### src/rtl/dcm_pkg.sv
// -----------------------------------------------------------------------------
// dcm_pkg
// Definitions shared by the DCM programming controller and the dcm clock
// generator: FSM state encoding, the legal mode range, and the saturating
// mode step helper.
// Ports: none (package).
// -----------------------------------------------------------------------------
package dcm_pkg;

    typedef logic [2:0] mode_t;

    typedef enum logic [1:0] {
        IDLE  = 2'd0,
        PULSE = 2'd1,
        WAIT  = 2'd2
    } state_t;

    localparam mode_t MODE_MIN = 3'd0;
    localparam mode_t MODE_MAX = 3'd7;

    // One step up or down, clamped to [MODE_MIN, MODE_MAX] so it never wraps.
    function automatic mode_t mode_step(input mode_t m, input logic up);
        mode_t r_res;
        if (up) begin
            r_res = (m == MODE_MAX) ? MODE_MAX : m + 3'd1;
        end else begin
            r_res = (m == MODE_MIN) ? MODE_MIN : m - 3'd1;
        end
        return r_res;
    endfunction

endpackage

### src/rtl/dcm_prog_ctrl_if.sv
// -----------------------------------------------------------------------------
// dcm_prog_ctrl_if
// Bundles the button inputs, the dcm programming handshake and the status
// outputs of dcm_prog_ctrl.
//   btn_up / btn_down : raw button levels (master -> slave)
//   prog_out          : mode currently generated by dcm (master -> slave)
//   update, prog_in   : request strobe and requested mode (slave -> master)
//   busy, err, mode   : status (slave -> master)
// The controller uses the slave modport; the environment drives master.
// -----------------------------------------------------------------------------
interface dcm_prog_ctrl_if;
    import dcm_pkg::*;

    logic  btn_up;
    logic  btn_down;
    mode_t prog_out;
    logic  update;
    mode_t prog_in;
    logic  busy;
    logic  err;
    mode_t mode;

    modport master (
        output btn_up, btn_down, prog_out,
        input  update, prog_in, busy, err, mode
    );

    modport slave (
        input  btn_up, btn_down, prog_out,
        output update, prog_in, busy, err, mode
    );
endinterface

### src/rtl/edge_detector.sv
// -----------------------------------------------------------------------------
// edge_detector
// Registered rising-edge detector for a level already synchronous to clock.
//   clock  : clock
//   reset  : asynchronous reset, active-high
//   din    : input level
//   rising : one-cycle pulse in the cycle after din is first sampled high
// -----------------------------------------------------------------------------
module edge_detector (
    input  logic clock,
    input  logic reset,
    input  logic din,
    output logic rising
);
    logic r_prev;
    logic r_rising;

    // Remember the last sampled level and register the 0->1 transition.
    always_ff @(posedge clock or posedge reset) begin
        if (reset) begin
            r_prev   <= 1'b0;
            r_rising <= 1'b0;
        end else begin
            r_prev   <= din;
            r_rising <= din & ~r_prev;
        end
    end

    assign rising = r_rising;
endmodule

### src/rtl/dcm_prog_ctrl.sv
// -----------------------------------------------------------------------------
// dcm_prog_ctrl
// Turns up/down button presses into a saturating target mode (0..7), holds
// update high for UPD_CYCLES cycles with prog_in = target, then waits up to
// TIMEOUT cycles for the dcm to report the new mode on prog_out. A missing
// confirmation sets the sticky err flag and reverts the target.
//   clk : 100 MHz system clock
//   rst : asynchronous reset, active-high
//   bus : dcm_prog_ctrl_if.slave (buttons, prog_out in; update, prog_in,
//         busy, err, mode out; all outputs registered)
// -----------------------------------------------------------------------------
module dcm_prog_ctrl
    import dcm_pkg::*;
#(
    parameter int UPD_CYCLES = 4,
    parameter int TIMEOUT    = 1000
) (
    input  logic            clk,
    input  logic            rst,
    dcm_prog_ctrl_if.slave  bus
);
    localparam logic [31:0] UPD_LAST = 32'(UPD_CYCLES - 1);
    localparam logic [31:0] TO_LAST  = 32'(TIMEOUT - 1);

    logic w_rise_up;
    logic w_rise_dn;
    logic w_up_only;
    logic w_dn_only;
    logic w_any_pulse;

    state_t      r_state;
    mode_t       r_tgt;
    mode_t       r_mode;
    logic [31:0] r_cnt;
    logic        r_update;
    logic        r_busy;
    logic        r_err;

    edge_detector u_edge_up (
        .clock  (clk),
        .reset  (rst),
        .din    (bus.btn_up),
        .rising (w_rise_up)
    );

    edge_detector u_edge_dn (
        .clock  (clk),
        .reset  (rst),
        .din    (bus.btn_down),
        .rising (w_rise_dn)
    );

    // Simultaneous up and down cancel each other, but still block a resync.
    assign w_up_only   = w_rise_up & ~w_rise_dn;
    assign w_dn_only   = w_rise_dn & ~w_rise_up;
    assign w_any_pulse = w_rise_up | w_rise_dn;

    // Request FSM: IDLE accepts presses, PULSE drives update, WAIT confirms.
    always_ff @(posedge clk or posedge rst) begin
        if (rst) begin
            r_state  <= IDLE;
            r_tgt    <= MODE_MIN;
            r_mode   <= MODE_MIN;
            r_cnt    <= 32'd0;
            r_update <= 1'b0;
            r_busy   <= 1'b0;
            r_err    <= 1'b0;
        end else begin
            case (r_state)
                IDLE: begin
                    if (w_up_only && (r_tgt != MODE_MAX)) begin
                        r_tgt    <= mode_step(r_tgt, 1'b1);
                        r_state  <= PULSE;
                        r_update <= 1'b1;
                        r_busy   <= 1'b1;
                        r_cnt    <= 32'd0;
                    end else if (w_dn_only && (r_tgt != MODE_MIN)) begin
                        r_tgt    <= mode_step(r_tgt, 1'b0);
                        r_state  <= PULSE;
                        r_update <= 1'b1;
                        r_busy   <= 1'b1;
                        r_cnt    <= 32'd0;
                    end else if (!w_any_pulse && (bus.prog_out != r_mode)) begin
                        // Someone else reprogrammed the dcm: follow it.
                        r_mode <= bus.prog_out;
                        r_tgt  <= bus.prog_out;
                    end else begin
                        r_state <= IDLE;
                    end
                end
                PULSE: begin
                    if (r_cnt == UPD_LAST) begin
                        r_state  <= WAIT;
                        r_update <= 1'b0;
                        r_cnt    <= 32'd0;
                    end else begin
                        r_cnt <= r_cnt + 32'd1;
                    end
                end
                WAIT: begin
                    if (bus.prog_out == r_tgt) begin
                        r_mode  <= r_tgt;
                        r_err   <= 1'b0;
                        r_busy  <= 1'b0;
                        r_state <= IDLE;
                        r_cnt   <= 32'd0;
                    end else if (r_cnt == TO_LAST) begin
                        // No confirmation: flag it and fall back to the old mode.
                        r_err   <= 1'b1;
                        r_tgt   <= r_mode;
                        r_busy  <= 1'b0;
                        r_state <= IDLE;
                        r_cnt   <= 32'd0;
                    end else begin
                        r_cnt <= r_cnt + 32'd1;
                    end
                end
                default: begin
                    r_state  <= IDLE;
                    r_update <= 1'b0;
                    r_busy   <= 1'b0;
                    r_cnt    <= 32'd0;
                end
            endcase
        end
    end

    // prog_in is the target register itself, so it always equals tgt.
    assign bus.update  = r_update;
    assign bus.prog_in = r_tgt;
    assign bus.busy    = r_busy;
    assign bus.err     = r_err;
    assign bus.mode    = r_mode;
endmodule

### src/flat_wrapper.sv
// flat-port wrapper written by rule: the top's interface ports become plain ports
module dcm_prog_ctrl_flat import dcm_pkg::*;
#(
    parameter int UPD_CYCLES = 4,
    parameter int TIMEOUT    = 1000
)
  (clk, rst, bus_btn_up, bus_btn_down, bus_prog_out, bus_update, bus_prog_in, bus_busy, bus_err, bus_mode);
  dcm_prog_ctrl_if bus_i ();
  input  logic clk;
  input  logic rst;
  input wire logic [$bits(bus_i.btn_up)-1:0] bus_btn_up;
  input wire logic [$bits(bus_i.btn_down)-1:0] bus_btn_down;
  input wire logic [$bits(bus_i.prog_out)-1:0] bus_prog_out;
  output wire logic [$bits(bus_i.update)-1:0] bus_update;
  output wire logic [$bits(bus_i.prog_in)-1:0] bus_prog_in;
  output wire logic [$bits(bus_i.busy)-1:0] bus_busy;
  output wire logic [$bits(bus_i.err)-1:0] bus_err;
  output wire logic [$bits(bus_i.mode)-1:0] bus_mode;
  assign bus_i.btn_up = bus_btn_up;
  assign bus_i.btn_down = bus_btn_down;
  assign bus_i.prog_out = bus_prog_out;
  assign bus_update = bus_i.update;
  assign bus_prog_in = bus_i.prog_in;
  assign bus_busy = bus_i.busy;
  assign bus_err = bus_i.err;
  assign bus_mode = bus_i.mode;
  dcm_prog_ctrl #(.UPD_CYCLES(UPD_CYCLES), .TIMEOUT(TIMEOUT)) u_core (.clk(clk), .rst(rst), .bus(bus_i));
endmodule
### config.mk
export PLATFORM = sky130hd
export DESIGN_NAME = dcm_prog_ctrl_flat
export DESIGN_NICKNAME = d
export VERILOG_FILES = /design/src/rtl/dcm_pkg.sv /design/src/rtl/dcm_prog_ctrl_if.sv /design/src/rtl/edge_detector.sv /design/src/rtl/dcm_prog_ctrl.sv /design/src/flat_wrapper.sv
export SDC_FILE = /design/constraint.sdc
export NUM_CORES = 1
export LEC_CHECK = 0
export ABC_CLOCK_PERIOD_IN_PS = 2500
export BUFFER_PORTS_ARGS = -buffer_cell sky130_fd_sc_hd__clkbuf_2
export CAP_MARGIN = 30
export CORE_AREA = 2 2 79 81
export DETAILED_ROUTE_END_ITERATION = 8
export DIE_AREA = 0 0 81 83
export PLACE_DENSITY = 0.67
export SETUP_SLACK_MARGIN = 0.02
export SLEW_MARGIN = 20
export SYNTH_ARGS = -nofsm -noshare
export SYNTH_HDL_FRONTEND = slang
export SYNTH_SLANG_ARGS = --single-unit
### constraint.sdc
create_clock -name clk -period 2.5 [get_ports clk]
set_input_delay 0.5 -clock clk [delete_from_list [all_inputs] [get_ports clk]]
set_output_delay 0.5 -clock clk [all_outputs]
set_load 0.05 [all_outputs]
== Word level (Yosys, flattened, before mapping) ==
Index checks and enable logic that the tools add are counted.
W data, S select, Z words.

* Bits in latches: 0
* Logic and storage cells: 93
* Register bits after elaboration: 47
* Input port bits: 7
* Memories kept: 0
* Bits in read-only memories: 0
* RAM bits: 0

* Order comparisons: 0
* Shifts and indexed selects: 0
* Div/mod/pow operators: 0
* Multiplexer cells: 34
* $add $sub $neg: 3
* Bitwise gates (word level): 11
* Multiply operators: 0
* Eq/ne operators: 19
* Reduce and logical (&&, ||, !) cells: 15

{| class="wikitable"
|+ Operator list
! cell !! number
|-
| $mux W32 || 5
|-
| $pmux W32 S3 || 1
|-
| $add A32 B1 Y32 const B || 1
|-
| $eq A32 B10 Y1 const B || 1
|-
| $eq A32 B2 Y1 const B || 1
|-
| $mux W3 || 10
|-
| $mux W2 || 6
|-
| $pmux W3 S2 || 2
|-
| $reduce_and A3 Y1 || 3
|-
| $ne A2 B1 Y1 const B || 4
|-
| $mux W1 || 7
|-
| $ne A2 B2 Y1 const B || 3
|-
| $ne A3 B1 Y1 const B || 2
|-
| $not A1 Y1 || 6
|-
| $pmux W1 S3 || 2
|-
| $pmux W2 S3 || 1
|-
| $reduce_and A5 Y1 || 1
|-
| $and A1 B1 Y1 || 4
|-
| $ne A4 B1 Y1 const B || 1
|-
| $ne A4 B2 Y1 const B || 1
|-
| $reduce_and A4 Y1 || 1
|-
| $reduce_bool A2 Y1 || 2
|-
| $add A3 B1 Y3 const B || 1
|-
| $eq A3 B3 Y1 || 1
|-
| 13 further kinds || 15
|}

== Longest topological paths before layout ==
Gate-level depths: netlist of run 1.

* Word-level depth: 7
* Depth in mapped cells: 8
* Depth with buffers taken out: 7

== By module ==
From an unflattened synthesis of run 1, not the netlist that was laid out.

* Cell total of the unflattened synthesis: 310
* Area total of the unflattened synthesis: 2802.7 um^2

{| class="wikitable"
|+ By module, submodules not included
! module !! sequential area each (um^2) !! times used !! cells each !! area each (um^2)
|-
| dcm_prog_ctrl || 1076.0 || 1 || 302 || 2667.6
|-
| edge_detector || 50.0 || 2 || 4 || 67.6
|}

== Worst setup path after synthesis of run 1 ==
No wires, ideal clock.

* Path kind: register to register
* Start: register u_core.r_tgt[0], in the netlist u_core.bus.prog_in[0]
* End: register u_core.r_cnt[21]
* Path slack: 61 ps
* Path buffers: 1
* Stages on the path, launching flop included: 9
* Data arrival time: 2362 ps
* Library setup time: 77 ps
* Required time: 2423 ps
* Cell sequence: dfrtp_1 -> inv_1 -> ha_1 -> nor2b_1 -> o221ai_1 -> nand3_1 -> clkbuf_1 -> or3_1 -> a21oi_1

* Cells in the longest elaborated chain, start to end: 4

{| class="wikitable"
|+ RTL lines
! what !! RTL line !! source
|-
| from (decl) || dcm_prog_ctrl.sv:32 || <nowiki>mode_t r_tgt;</nowiki>
|-
| from (signal assigned) || dcm_prog_ctrl.sv:72 || <nowiki>r_tgt <= mode_step(r_tgt, 1'b1);</nowiki>
|-
| from (signal assigned) || dcm_prog_ctrl.sv:78 || <nowiki>r_tgt <= mode_step(r_tgt, 1'b0);</nowiki>
|-
| from (signal assigned) || dcm_prog_ctrl.sv:86 || <nowiki>r_tgt <= bus.prog_out;</nowiki>
|-
| $ne A3 B3 Y1 || dcm_prog_ctrl.sv:71 || <nowiki>if (w_up_only && (r_tgt != MODE_MAX)) begin</nowiki>
|-
| $logic_and A1 B1 Y1 || dcm_prog_ctrl.sv:71 ||
|-
| $mux W32 || dcm_prog_ctrl.sv:71 ||
|-
| $pmux W32 S3 || dcm_prog_ctrl.sv:69 || <nowiki>case (r_state)</nowiki>
|-
| to (signal assigned) || dcm_prog_ctrl.sv:97 || <nowiki>r_cnt <= r_cnt + 32'd1;</nowiki>
|-
| to (signal assigned) || dcm_prog_ctrl.sv:115 || <nowiki>r_cnt <= r_cnt + 32'd1;</nowiki>
|-
| to (decl) || dcm_prog_ctrl.sv:34 || <nowiki>logic [31:0] r_cnt;</nowiki>
|}

Several ways; a longest one is shown, not always the timed one.
A chain may end at the register's enable or synchronous reset.

== Worst setup path in the final report of run 1 ==
* Start: register u_core.r_cnt[18]
* End: register u_core.r_state[1]

* Cells in the longest elaborated chain, start to end: 3

{| class="wikitable"
|+ RTL lines
! what !! RTL line !! source
|-
| $eq A32 B10 Y1 / $eq A32 B2 Y1 (equally long branches) || dcm_prog_ctrl.sv:107, dcm_prog_ctrl.sv:92 ||
|-
| $ne A3 B1 Y1 (no source line) / $ne A2 B1 Y1 (equally long branches) || -- ||
|-
| $reduce_and A3 Y1 (no source line) * || -- ||
|-
| to (signal assigned) || dcm_prog_ctrl.sv:105 || <nowiki>r_state <= IDLE;</nowiki>
|-
| to (signal assigned) || dcm_prog_ctrl.sv:112 || <nowiki>r_state <= IDLE;</nowiki>
|-
| to (signal assigned) || dcm_prog_ctrl.sv:119 || <nowiki>r_state <= IDLE;</nowiki>
|-
| to (decl) || dcm_prog_ctrl.sv:31 || <nowiki>state_t r_state;</nowiki>
|}

Every way passes the cells marked *; elsewhere a longest branch is shown, timed or not.

==> metrics list, run 1 <==
- Run status: completed
- Highest achievable clock rate: 428 MHz
* First-pass GRT wire length: 11,500 um
* Type of destination of the critical path: register
* Global routing usage summed across all routing layers: 21.3%
- The largest total area in the synthesized netlist belongs to dfrtp_1.
* Die height: 83 um
* Hpwl dp: 4760 um
* Count of yosys warnings during synthesis: 0
- Pwr dens: 887 mW/mm^2
- For this run, the register share of the synthesized area comes to 40.8%.
* Worst endpoint data arrival time: 2520 ps
- The worst path uses 93.4% of the clock period.
* Path type of the worst min-delay path: input pin to asynchronous set/reset pin
- Static power due to leakage: 0.00130 uW
- No sink is reached through more buffers than the 2 on the longest clock path.
- Area inside the core boundary: 0.00582 mm^2
- Initial DRC Count: 219
- Clock transition at the registers of the reported paths: 90 ps
- Ports: 16
- The clock reaches the later pin of the worst-skew pair after 300 ps.
- Die width: 81 um
- Number of global-route vias before repair: 2,410
* Required time of the critical path: 2690 ps
- The finished layout holds 418 standard cells, fillers aside.
- The root buffer cell chosen for the clock tree is clkbuf_8.
* Number of different library cells in the post-synthesis netlist: 54
- Initial antenna violation count: 0
- Initial core utilization: 49.6%
- Of the cells placed in the final design, the portion with a size suffix greater than 1 is 17.8%.
- From synthesis to final layout, the design area changed by 12.9%.
- Adding up every negative setup slack in the final design gives 0 ps.
- The critical path contains buffers and inverters numbering 0 combined.
- Number of synthesized register bits: 47
* Max VDD drop: 0.562 mV
- The clock tree synthesis step divided the H-tree into 2 levels.
- Pin count of the biggest net entering global routing: 26
- For the final database, setup skew stands at 7.12 ps.
* CTS Buf Count: 5
- CTS sink cnt: 47
- Setup violators final: 0
* Delay-heaviest family, CP: simple AND/OR/NAND/NOR gates
* Minimum clock period: 2330 ps
- Maximum fanout encountered on the critical timing path: 6
* Antenna diode count: 0
- Summed over all layers, the routed wires come to 6690 um.
* Actual slew at the worst max-slew pin: 456 ps
- Before antenna repair, the detailed router went through 4 iterations.
- Die Area: 0.00672 mm^2
- In this run the tightest slew margin relative to its limit is 68.8%.
* Post-synth net total: 330
* Post-Syn Instances: 316
- Clock tree from TritonCTS: built
- Predominant post-synthesis flop cell: dfrtp_1
- After synthesis, the share of flip-flops with an asynchronous set or reset is 100%.
- Cell chain of the critical path: nor4_1 > nand4_1 > o31a_1 > or3_4 > mux2_4
- The tool flagged a number of max-cap violations equal to 0.
* DRC viols: 0
- Once placement completed, the tool counted placed cells totaling 411.
- Slew Viols, Final: 0
- The top cell type by area accounts for 40.8% of the synthesized area.
* Via count normalized by instance count: 6.05
- In this run, post-CTS hold repair placed 0 buffers.
* Worst setup path category: register to register
* Global-route congestion overflow total: 0
- Worst path slowest cell: dfrtp_1
* Gp weighted congestion: 0.830
- On the worst path, the slowest cell contributes a delay of 440 ps.
* Count of flip-flops with a built-in enable after synthesis: 0
* Average wire per standard cell: 16.0 um
- Number of nets in the finished design: 357
- The initialized floorplan defines 28 standard-cell rows.
- Cell area after synthesis: 0.00288 mm^2
- Leading cell types by total area after synthesis: dfrtp_1, nand2_1, xor2_1
- The final count of hold timing violations came to 0.
- The count of nets left with antenna violations once routing finished came out at 0.
* Port Buffers: 15
* Number of vias after detailed routing: 2,529
* Crit start category: register
- Post-synthesis average cell area: 9.13 um^2
- Setup repair after global routing left no endpoint under its margin.
==> cells in the final DEF (no fill, tap or decap), types with 3 or more instances in the layout <==
master / count
nor4_1: 7
or4_1: 4
xor2_1: 11
and2_1: 3
clkbuf_8: 5
and3_1: 3
o21ai_0: 15
and4_1: 4
nand2_1: 36
nor3_1: 9
nor4_2: 3
nor2_1: 17
o221ai_1: 3
inv_1: 11
xnor2_1: 4
clkbuf_2: 15
o211ai_1: 12
nand4_1: 14
mux2_2: 8
or3_1: 12
nand2b_1: 3
o31ai_1: 6
ha_1: 7
a21oi_1: 16
dfrtp_1: 46
nor2b_1: 6
nand3_1: 10
buf_4: 18
==> path summary, 6_finish.rpt <==
check                                             start                      end  slack (ps)  cells past startpoint
max in group asynchronous                           rst          u_core.r_cnt[9]        2010                      3
worst max register to register         u_core.r_cnt[18]        u_core.r_state[1]         170                      5
worst min register to register  u_core.u_edge_up.r_prev  u_core.u_edge_up.rising         400                      1
min in group clk                           bus_btn_down  u_core.u_edge_dn.r_prev         310                      1
worst min-delay path                                rst         u_core.r_cnt[20]         220                      3
worst max-delay path                   u_core.r_cnt[18]        u_core.r_state[1]         170                      5
==> registers in the layout, summed over array words and instances, names as in the netlist <==
register                 flops
u_core.u_edge_up.r_prev      1
u_core.u_edge_up.rising      1
u_core.bus.prog_in           3
u_core.u_edge_dn.rising      1
u_core.bus.update            1
u_core.bus.mode              3
u_core.r_cnt                32
u_core.r_state               2
u_core.u_edge_dn.r_prev      1
u_core.bus.err               1
u_core.bus.busy              1
==> routing by layer <==
layer  share of wire [%]  wire length [um]  up-vias  track usage (%)
met5                   0                 0        -                0
met4                 1.7               115        0             6.47
met3                 3.5               234       12             4.02
met2                  46              3090       52             32.9
met1                  49              3250     1229             30.3
li1                    -                 -     1236                -
==> cells by family after synthesis <==
group                      synth area share [%]
AOI/OAI and AO/OA                          17.7
buffers and inverters                      3.38
xor gates and xnor gates                   4.56
DFF                                        40.8
muxes                                      3.64
and+or+nand+nor                            26.9
adders and majority gates                  3.04
==> final cells by class <==
type                            count  area [um^2]
Fill cell                         553         2560
Timing Repair Buffer               33          210
Multi-Input combinational cell    244         1630
Tap cell                           75         93.8
Clock buffer                        6         72.6
Clock inverter                      1         30.0
Sequential cell                    47         1180
Inverter                           12         45.0
==> where the power goes <==
group / switching [uW] / leakage [uW] / internal, uW
registers: 112 / 0.000627 / 861
logic: 885 / 0.000623 / 477
clock network: 257 / 0.0000513 / 294
total: 1250 / 0.00130 / 1630
==> synthesized netlist by cell type (3+ instances only) <==
master,n
ha_1,7
and3_1,3
xnor2_1,4
o31ai_1,6
o211ai_1,12
nor4_2,3
or4_1,4
nand2_1,36
xor2_1,11
nand2b_1,3
nor4_1,7
nor2_1,17
and4_1,4
o21ai_0,15
o221ai_1,4
nor3_1,10
a21oi_1,16
nand3_1,10
and2_1,3
nand4_1,14
clkbuf_1,10
dfrtp_1,47
mux2_2,8
inv_1,12
nor2b_1,6
or3_1,12
==> per-stage QoR <==
| step | hold WS (ps) | setup WS [ps] | power [uW] | instance area [um^2] | utilization, % |
|---|---|---|---|---|---|
| after detailed placement | 383 | 125 | 2330 | 3140 | 54.0 |
| after floorplan | 378 | 60.6 | 1960 | 2880 | - |
| after CTS | 223 | 95.0 | 2890 | 3240 | 55.8 |
| after global placement | 388 | 243 | 2320 | 3140 | 54.0 |
| final | 216 | 165 | 2890 | 3260 | 56.0 |
| after global routing | 248 | 66.6 | 3060 | 3260 | 56.0 |
==> worst register-to-register path, stage by stage, from the launching register on <==
cell,delay (ps)
dfrtp_1,440
nor4_1,430
nand4_1,270
o31a_1,370
or3_4,400
mux2_4,300
==> timing repair <==
item                                    4_1_cts  5_1_grt
endpoints found under the setup margin        0        8
setup buffers                                 0        0
gates resized for setup                       0        3
Power figures use the tool's default switching activity.
==> run 2, diff against run 1 <==
--- a/config.mk
+++ b/config.mk
@@ -8,12 +8,13 @@
 export ABC_CLOCK_PERIOD_IN_PS = 2500
 export BUFFER_PORTS_ARGS = -buffer_cell sky130_fd_sc_hd__clkbuf_2
 export CAP_MARGIN = 30
-export CORE_AREA = 2 2 79 81
+export CORE_AREA = 2 2 78 80
 export DETAILED_ROUTE_END_ITERATION = 8
-export DIE_AREA = 0 0 81 83
+export DIE_AREA = 0 0 80 82
 export PLACE_DENSITY = 0.67
 export SETUP_SLACK_MARGIN = 0.02
 export SLEW_MARGIN = 20
 export SYNTH_ARGS = -nofsm -noshare
 export SYNTH_HDL_FRONTEND = slang
+export SYNTH_HIERARCHICAL = 1
 export SYNTH_SLANG_ARGS = --single-unit
==> metrics list, run 2 <==
- Pre-CTS setup slack: 165 ps
- Cell type with the largest total area after synthesis: dfrtp_1
- Final-report hold violation count: 0
- During placement, the flow inserted port buffers numbering 15.
- After detailed routing, the number of remaining DRC violations is 0.
- The floorplan step defined a core boundary enclosing 0.00575 mm^2.
- The count of nets left with antenna violations once routing finished came out at 0.
- Number of different library cells in the post-synthesis netlist: 49
* Number of maximum-capacitance constraint violations: 0
* First-pass GRT wire length: 10,800 um
- Slew Viols, Final: 0
- dfrtp_1 is the most common cell in the netlist.
- In this run the biggest area consumer among cell types represents 42.0% of the synthesized area.
- The critical path in this run is classified as register to register.
- Gp weighted congestion: 0.833
- The HPWL after detailed placement is 4710 um.
* RSZ-0062 raised after global routing: no
- In this run the core area contains 28 standard-cell rows.
- In the synthesized netlist, the number of instances is 310.
- Combinational logic is responsible for 47.5% of the overall power.
* # fillers: 517
- Die Area: 0.00656 mm^2
- Latest clock arrival within the worst-skew pair: 300 ps
- Top library cells by usage in the layout, fill and taps aside: dfrtp_1, a21oi_1, nor2_1
* Power consumption: 2900 uW
- Worst-case headroom to the max-slew limit: 55.1%
- Fraction of final layout cells with drive strength greater than 1: 15.4%
- Number of global-route vias before repair: 2,234
- Ports: 16
- Delay-heaviest family, CP: compound AO/OA/AOI/OAI gates
- Critical Path Max Stage Delay: 520 ps
* Buf/Inv on CP: 1
* Number of nets in the finished design: 352
- STA classifies the critical path startpoint as a register.
* Worst endpoint data arrival time: 2540 ps
- More flip-flops sit in one register than any other, and that register is u_core/r_cnt.
- Path type of the worst min-delay path: input pin to asynchronous set/reset pin
* Layout Skew: 4.92 ps
* Fraction of power consumed by sequential logic: 33.9%
- Number of flip-flops in the largest register: 32
* Die width: 80 um
- The critical path goes through nor4_1 > nand2_1 > o31a_1 > o21ai_4 > buf_4 > nor4_1 > a211o_1.
- Average wire per standard cell: 15.4 um
* Clock transition at the registers of the reported paths: 80 ps
- For this run, the detailed router's first-pass iteration total came to 5.
- Crit-path most repeated cell: nor4_1
* CTS Buf Count: 5
- At the pin with the least slew margin, the transition time is 669 ps.
- The analysis attributes to cell leakage a power of 0.00133 uW.
* CTS sink cnt: 47
* Initial antenna violation count: 0
- Number of vias after detailed routing: 2,410
- Based on the critical path, the design can be clocked at up to 426 MHz.
* Share of synthesized registers carrying an async set or reset: 100%
* Clock tree from TritonCTS: built
- Number of synthesized register bits: 47
* Antenna diode count: 0
- Count of flip-flops with a built-in enable after synthesis: 0
- Clock tree synthesis selected as its root buffer the cell clkbuf_8.
* Setup violators final: 0
- Via count normalized by instance count: 5.85
* Share of synthesized area occupied by flip-flops and latches: 42.0%
* Leading cell types by total area after synthesis: dfrtp_1, a21oi_1, xnor2_1
- Cell internal power was estimated by the tool at 1620 uW.
- Clk buf depth: 2
- After synthesis the cells add up to 0.00280 mm^2.
* Minimum clock period: 2340 ps
- Run status: completed
- Initial DRC Count: 200
- Fraction of the cycle the final worst path needs: 93.8%
- For this design the ratio of total power to cell area is 918 mW/mm^2.
- Leaving out fill and tap cells, the most frequent cell in the layout is dfrtp_1.
- Net switching is 44.0% of the power.
* Accumulated negative setup slack: 0 ps
- DRT Wirelength: 6360 um
* Global-route congestion overflow total: 0
- Net switching power: 1270 uW
- Post-synth net total: 325
* Count of yosys warnings during synthesis: 6
* Predominant post-synthesis flop cell: dfrtp_1
- Part of the power in the clock network: 18.6%
- The area growth from synthesis to layout is 12.5%.
- The worst setup path is captured at a register.
- Post-synthesis average cell area: 9.04 um^2
- At the worst endpoint, the required time is 2700 ps.
* Ranking of synthesized cells by instance count: dfrtp_1, a21oi_1, nor2_1
* Global routing usage summed across all routing layers: 21.3%
* Die height: 82 um
* Worst path slowest cell: nor4_1
- Entering global routing, the biggest net connects 18 pins.
- Max VDD drop: 0.418 mV
* Maximum fanout encountered on the critical timing path: 16
- The initial utilization of the core area, before any placement, comes to 48.8%.
- In this run the number of H-tree levels came out at 2.
- Post-route setup slack: 155 ps
## run 2: cell types whose count changed after synthesis, moves of 4 or more
cell,change
a21oi_1,+19
a22o_1,+6
mux2_2,-6
mux2i_1,+4
nand2_1,-14
nor2_1,+7
o211ai_1,-12
o22ai_1,+4
o31ai_1,-4
or3_1,-11
or4_1,-4
xnor2_1,+9
## run 2: worst paths after layout
kind / startpoint / end / slack, ps / cells after the start
max in group asynchronous: rst / u_core/bus.prog_in[1] / 1700 / 3
setup / recovery: u_core/r_cnt[14] / u_core/r_cnt[13] / 160 / 7
hold reg to reg: u_core/u_edge_up/r_prev / u_core/u_edge_up/rising / 450 / 1
min in group clk: bus_btn_down / u_core/u_edge_dn/r_prev / 320 / 1
setup reg to reg: u_core/r_cnt[14] / u_core/r_cnt[13] / 160 / 7
hold / removal: rst / u_core/u_edge_up/r_prev / 40 / 2
## run 2: layer usage
| layer | part of all wire [%] | vias up | track usage, % |
|---|---|---|---|
| met5 | 0 | - | 0 |
| met4 | 1.6 | 0 | 7.80 |
| met3 | 5.4 | 10 | 3.85 |
| met2 | 47 | 78 | 33.6 |
| met1 | 46 | 1151 | 29.6 |
| li1 | - | 1171 | - |
## run 2: area by class of cell
class	count	area [um^2]	area share, %
well taps	75	93.8	2.98
clock buffers	6	72.6	2.30
multi-input cells	237	1530	48.4
repair buffers	32	203	6.43
flip-flops and latches	47	1180	37.3
clock inverters	1	30.0	0.952
inverters	14	52.6	1.67
## run 2: logic make-up (layout without fill, tap and decap cells)
group	Yosys count	after routing	share of synthesized area, %
fa+ha+maj	8	8	3.57
xor+xnor	26	26	8.13
flops	47	47	42.0
simple gates	120	120	22.7
mux	6	6	2.23
buf+inv	26	53	4.11
compound gates	77	77	17.3
## run 2: worst register-to-register path: cells and delay by family, from the launching register on
family | cells | cell delay [ps]
AO/OA/AOI/OAI | 3 | 790
buffers and inverters | 1 | 230
AND/OR/NAND/NOR | 3 | 760
flip-flops | 1 | 450
## run 2: repair_timing
item / 4_1_cts / 5_1_grt
hold buffers: 0 / 0
setup buffers: 0 / 1
setup endpoints to repair: 0 / 4
endpoints found under the hold margin: 0 / 0
resized for setup: 0 / 3
## run 2: power by group through the flow
| stage | logic, uW | registers, uW | clock network [uW] |
|---|---|---|---|
| 4_1_cts | 1370 | 983 | 555 |
| 3_3_place_gp | 1350 | 996 | 0 |
| 5_1_grt | 1490 | 999 | 587 |
| 3_5_place_dp | 1360 | 998 | 0 |
| 2_1_floorplan | 760 | 1220 | 0 |
| 6_report | 1380 | 982 | 538 |
## run 2: metrics by stage
stage | cells | utilization [%] | area (um^2) | hold WS [ps]
after floorplan | 310 | - | 2800 | 241
after global placement | 404 | 52.7 | 3030 | 363
after detailed placement | 404 | 52.7 | 3030 | 362
after CTS | 411 | 54.5 | 3130 | 33.9
after global routing | 412 | 54.9 | 3150 | 36.3
final | 412 | 54.9 | 3150 | 40.1
